===== config.mk =====
export PLATFORM = sky130hd
export DESIGN_NAME = mem_stage
export DESIGN_NICKNAME = d
export VERILOG_FILES = /design/src/rtl/mem_stage.sv
export SDC_FILE = /design/constraint.sdc
export NUM_CORES = 1
export LEC_CHECK = 0
export BUFFER_PORTS_ARGS = -buffer_cell sky130_fd_sc_hd__buf_4
export CORE_MARGIN = 10
export CORE_UTILIZATION = 45
export DETAILED_ROUTE_END_ITERATION = 8
export PLACE_DENSITY = 0.82
export SLEW_MARGIN = 20
export SYNTH_ARGS = -nofsm -noshare
export SYNTH_HDL_FRONTEND = slang
export SYNTH_SLANG_ARGS = --single-unit

===== constraint.sdc =====
create_clock -name clk -period 4.5 [get_ports clk]
set_clock_uncertainty 0.1 [all_clocks]
set_input_delay 0.225 -clock clk [delete_from_list [all_inputs] [get_ports clk]]
set_output_delay 0.225 -clock clk [all_outputs]
set_load 0.01 [all_outputs]

===== src/rtl/mem_stage.sv =====
// Memory-access pipeline stage: registers the execute bus, holds SRAM load data across
// writeback stalls, forms the GPR write value. Optional sub-word loads: MS_LOAD_EXT_EN.
module mem_stage #(
`ifdef MS_LOAD_EXT_EN
  parameter int ES_TO_MS_BUS_WD = 75,
`else
  parameter int ES_TO_MS_BUS_WD = 72,
`endif
  parameter int MS_TO_WS_BUS_WD = 70
) (
  input  logic                       clk,
  input  logic                       reset,
  input  logic                       ws_allowin,
  output logic                       ms_allowin,
  input  logic                       es_to_ms_valid,
  input  logic [ES_TO_MS_BUS_WD-1:0] es_to_ms_bus,
  input  logic [31:0]                data_sram_rdata,
  output logic                       ms_to_ws_valid,
  output logic [MS_TO_WS_BUS_WD-1:0] ms_to_ws_bus,
  output logic [38:0]                ms_fwd_bus
);

  localparam logic MS_READY_GO = 1'b1;

  logic                       ms_valid_q, ms_valid_d;
  logic                       buf_valid_q, buf_valid_d;
  logic                       first_q, first_d;
  logic [ES_TO_MS_BUS_WD-1:0] bus_q, bus_d;
  logic [31:0]                rdata_buf_q, rdata_buf_d;

  logic        load_op;
  logic        gr_we;
  logic [4:0]  dest;
  logic [31:0] alu_result;
  logic [31:0] pc;
  logic [31:0] rdata_sel;
  logic [31:0] load_data;
  logic [31:0] final_result;

  assign load_op    = bus_q[70];
  assign gr_we      = bus_q[69];
  assign dest       = bus_q[68:64];
  assign alu_result = bus_q[63:32];
  assign pc         = bus_q[31:0];

  // store_op only matters upstream: decode already forces gr_we low for stores
  logic unused_store_op;
  assign unused_store_op = bus_q[71];

  assign ms_allowin     = !ms_valid_q || (MS_READY_GO && ws_allowin);
  assign ms_to_ws_valid = ms_valid_q && MS_READY_GO;

  always_comb begin
    ms_valid_d  = ms_valid_q;
    buf_valid_d = buf_valid_q;
    bus_d       = bus_q;
    rdata_buf_d = rdata_buf_q;
    first_d     = ms_allowin && es_to_ms_valid;
    if (ms_allowin) begin
      ms_valid_d  = es_to_ms_valid;
      bus_d       = es_to_ms_bus;
      buf_valid_d = 1'b0;
    end else if (first_q && ms_valid_q && load_op && !ws_allowin) begin
      // SRAM data is only valid in the first cycle; keep it while writeback stalls
      rdata_buf_d = data_sram_rdata;
      buf_valid_d = 1'b1;
    end
  end

  always_ff @(posedge clk) begin
    if (reset) begin
      ms_valid_q  <= 1'b0;
      buf_valid_q <= 1'b0;
      first_q     <= 1'b0;
    end else begin
      ms_valid_q  <= ms_valid_d;
      buf_valid_q <= buf_valid_d;
      first_q     <= first_d;
    end
  end

  always_ff @(posedge clk) begin
    bus_q       <= bus_d;
    rdata_buf_q <= rdata_buf_d;
  end

  assign rdata_sel = buf_valid_q ? rdata_buf_q : data_sram_rdata;

`ifdef MS_LOAD_EXT_EN
  logic [1:0] mem_size;
  logic       mem_unsigned;
  logic [7:0]  load_byte;
  logic [15:0] load_half;

  assign mem_size     = bus_q[74:73];
  assign mem_unsigned = bus_q[72];

  always_comb begin
    load_byte = 8'h00;
    load_half = 16'h0000;
    load_data = rdata_sel;
    case (alu_result[1:0])
      2'd0:    load_byte = rdata_sel[7:0];
      2'd1:    load_byte = rdata_sel[15:8];
      2'd2:    load_byte = rdata_sel[23:16];
      default: load_byte = rdata_sel[31:24];
    endcase
    load_half = alu_result[1] ? rdata_sel[31:16] : rdata_sel[15:0];
    case (mem_size)
      2'd0:    load_data = {{24{!mem_unsigned && load_byte[7]}}, load_byte};
      2'd1:    load_data = {{16{!mem_unsigned && load_half[15]}}, load_half};
      default: load_data = rdata_sel;
    endcase
  end
`else
  assign load_data = rdata_sel;
`endif

  assign final_result = load_op ? load_data : alu_result;

  assign ms_to_ws_bus = {gr_we, dest, final_result, pc};
  assign ms_fwd_bus   = {ms_valid_q && gr_we, ms_valid_q && load_op, dest, final_result};

endmodule

# ---- Word-level counts from Yosys, hierarchy flattened
# Index checks and enable logic that the tools add are counted.
# W data, S select, Z words.
dict set report op_classes {
  mux 2
  reduce_logical 11
  bitwise 1
}
# cell n
set ops {}
lappend ops {{$mux W32} 2}
lappend ops {{$logic_and A1 B1 Y1} 6}
lappend ops {{$logic_not A1 Y1} 2}
lappend ops {{$reduce_and A2 Y1} 1}
lappend ops {{$reduce_or A2 Y1} 1}
lappend ops {{$logic_or A1 B1 Y1} 1}
lappend ops {{$not A1 Y1} 1}
dict set report totals {
  regBits 106
  out_inout_bits 111
  elab_cells 19
  inputBits 108
}

# ---- Longest topological paths before layout
dict set report logic_depth {
  ltp_word 4
  mapped_depth 5
  mapped_depth_nobuf 2
}

# ---- Worst setup path after synthesis
# No wires, ideal clock.
dict set report synth_timing {
  path_type {reg2reg}
  start {reg ms_valid_q (netlist: ms_to_ws_valid)}
  end {reg bus_q[0], enable pin}
  setup_slack_ns 1.860
  setup_ns 0.447
  stages_incl_launch_ff 2
  arrival_time_ns 2.093
  required_time_ns 3.953
  path_cell_list {dfxtp_1 > nand2b_1}
}
dict set report synth_via {
  elab_chain_cells 2
}
# item line_no
set synth_rtl {}
lappend synth_rtl {{start, declared} 25} ;# logic ms_valid_q, ms_valid_d;
lappend synth_rtl {{start signal, assigned} 76} ;# ms_valid_q <= ms_valid_d;
lappend synth_rtl {{$logic_not A1 Y1} 50} ;# assign ms_allowin = !ms_valid_q || (MS_READY_GO && ws_allowin);
lappend synth_rtl {{$logic_or A1 B1 Y1} 50}
lappend synth_rtl {{named net ms_allowin} 14} ;# output logic ms_allowin,
lappend synth_rtl {{end signal, assigned} 83} ;# bus_q <= bus_d;
lappend synth_rtl {{end, declared} 28} ;# logic [ES_TO_MS_BUS_WD-1:0] bus_q, bus_d;
# The timed path passes the listed nets, and every way through them passes these cells.
# A chain may end at the register's enable or synchronous reset.

# ---- Worst setup path after layout
dict set report layout_timing {
  start {reg buf_valid_q}
  end {out ms_fwd_bus[30]}
}
dict set report layout_via {
  elab_chain_cells 2
}
# item line_no
set layout_rtl {}
lappend layout_rtl {{start, declared} 26} ;# logic buf_valid_q, buf_valid_d;
lappend layout_rtl {{start signal, assigned} 77} ;# buf_valid_q <= buf_valid_d;
lappend layout_rtl {{$mux W32} 87} ;# assign rdata_sel = buf_valid_q ? rdata_buf_q : data_sram_rdata;
lappend layout_rtl {{$mux W32} 119} ;# assign final_result = load_op ? load_data : alu_result;
lappend layout_rtl {{end, declared} 20} ;# output logic [38:0] ms_fwd_bus
# Every way passes these cells.

==> results.toml <==
[outcome]
status = "completed"

[drt]
detail_route.wl_per_cell_um = 19.1
drt-total-wl_um = 13000
via_count = 3136
firstDrtPassIters = 4
drc_errors = 0
drt_iter0_markers = 127
vias_per_cell = 4.60
antenna_left = 0

[timing]
tns_ns = 0
min_period_ns = 2.43
drv_slew = 0
rsz0062_at_grt = "false"
whs_ns = 0.0258
report.final.setup_viol = 0
worst_slew_pin_slew_ns = 1.06
relSlewSlack_pct = 29.5
hold_viol_final = 0
period_share_pct = 53.9
fmax_mhz = 412

[worst_setup_path]
reg2reg_slack_ns = 2.77
worstReg2RegEnd = "rdata_buf_q[2]$_DFFE_PP_"
crit_fanout = 33
cp.required_ns = 4.18
r2r_cells = 3
startpoint = "buf_valid_q$_SDFFE_PP0P_"
crit_type = "reg -> out"
r2r-start = "ms_to_ws_valid$_SDFFE_PP0N_"
arrival_ns = 2.10
cp-end-kind = "output pin"
startpoint_type = "flop"

[grt]
overflow = 0
grt_max_degree = 76
grt_pass1_wl_um = 19700
grt_pass1_vias = 3466
gr-usage-all-layers_pct = 17.6
antenna_found_initial = 0

[cts]
cts_tree = "done"
cts.reportedPaths.clkPinSlew_ns = 0.08
post_cts_buffers = 0
h-tree-depth = 3
cts_root_buf = "clkbuf_8"
insertion_delay_ns = 0.35
cts_num_sinks = 106
numCtsBuffers = 9
cts_resized = 0
clk_path_buf_depth = 2
cts-hold-fix-buffers = 104

[synthesis]
synth_xor_area_share_pct = 0
synth-compound-area-share_pct = 3.80
syn_nets = 405
synthCells = 297
synth.area.top_cells = "edfxtp_1, buf_4, mux2i_1"
yosys.cell_types.count = 16
muxShareOfSynthArea_pct = 7.15
avgSynthCellArea_um2 = 15.1
synth_seq_cells = 106
ys_seq_area_share_pct = 70.4
synth_top_family_by_area = "buffers and inverters"
synth_fa_ha_area_share_pct = 0
yosys.area.top_type_share_pct = 69.1
yosys.area_share.simple_pct = 3.58
yosysTopAreaCell = "edfxtp_1"
synth_area_um2 = 4480
yosys_warnings = 0

[final_layout]
finalNetCount = 653
diodes = 0
final_layout_size_suffix_gt1_share_pct = 42.0
final_core_util_pct = 70.0
stdcell_area_um2 = 6810
area_growth_pct = 52.1

[power]
p_leak_nw = 2.79
power.density_nw_per_um2 = 299
vdd_ir_drop_max_v = 0.000209

[floorplan]
die_x_um = 120
ioPinCount = 219
chipHeight_um = 120
core_um2 = 9730
die_area_um2 = 14300
num_rows = 36
start_util_pct = 46.0

[min_path]
min_path_type = "in -> reg"
hold_path_depth = 3
min_from = "es_to_ms_valid"
min_to = "ms_to_ws_valid$_SDFFE_PP0N_"

[place]
post_dp_cell_area_um2 = 5630
finalWeightedCongestion = 0.720
dp_hpwl_um = 8050
port-buffer-count = 217

[job]
drv_cap = 0
[cell usage in the layout (no fill, tap or decap), drive strengths merged]
cell           n
a21oi         34
and2           2
and3b          1
buf          219
clkbuf        13
clkinv         1
dfxtp          3
dlygate4sd3  104
edfxtp       103
inv            1
mux2i         32
nand2b         1
nor2          32
nor3           1
nor3b          1
[cell usage after synthesis]
cell	number
buf_12	3
nand2b_1	1
clkbuf_1	1
buf_6	1
and3b_1	1
nor3b_1	1
and2_1	2
a21oi_1	34
buf_2	5
edfxtp_1	103
nor2_1	32
dfxtp_1	3
inv_1	1
buf_4	76
nor3_1	1
mux2i_1	32
[flip-flops by register name, summed over array words and instances (netlist names)]
signal,count
buf_valid_q,1
ms_to_ws_valid,1
first_q,1
bus_q,71
rdata_buf_q,32
[where the power goes]
group	total (mW)	switching [mW]	internal, mW
Combinational	0.408	0.174	0.234
Clock	0.475	0.280	0.195
Sequential	1.15	0.0177	1.14
[cells by family after synthesis]
group | Yosys count
AOI/OAI and AO/OA | 34
buffers and inverters | 87
DFF | 106
muxes | 32
and+or+nand+nor | 38
[layer usage]
layer / vias to the layer above / global-route usage, % / share of wire [%]
met5: - / 0 / 0
met4: 0 / 7.09 / 2.2
met3: 22 / 6.80 / 9.0
met2: 146 / 31.7 / 53
met1: 1482 / 17.8 / 36
li1: 1486 / - / -
[through the flow]
step	worst slack, ns	total power, mW	std cells
floorplan	1.86	1.35	297
global placement	2.43	1.49	563
detailed placement	2.42	1.50	563
CTS	2.01	2.05	681
global route	1.89	2.12	681
finish	2.07	2.04	681
[worst max-delay path by stage]
| stage | endpoint | slack, ns | depth (start not counted) |
|---|---|---|---|
| 3_3_place_gp | ms_fwd_bus[30] | 2.43 | 3 |
| 2_1_floorplan | bus_q[0]$_DFFE_PN_ | 1.86 | 1 |
| 6_report | ms_fwd_bus[30] | 2.07 | 3 |
| 4_1_cts | ms_fwd_bus[27] | 2.01 | 3 |
| 5_1_grt | ms_to_ws_bus[59] | 1.89 | 3 |
| 3_5_place_dp | ms_fwd_bus[27] | 2.42 | 3 |
[critical path, stage by stage (launching register included)]
cell and delay [ns]:
dfxtp_2 1.01, mux2i_1 0.21, a21oi_1 0.30, buf_4 0.18
[final cells by class]
class,instances,area (um^2)
clock buffer,13,139
fill,612,2920
inverter,1,3.75
timing repair buffer,323,2690
multi-input combinational,104,658
clock inverter,1,3.75
sequential,106,3150
tap,133,166
No activity file was read; power rests on OpenSTA's default activity.
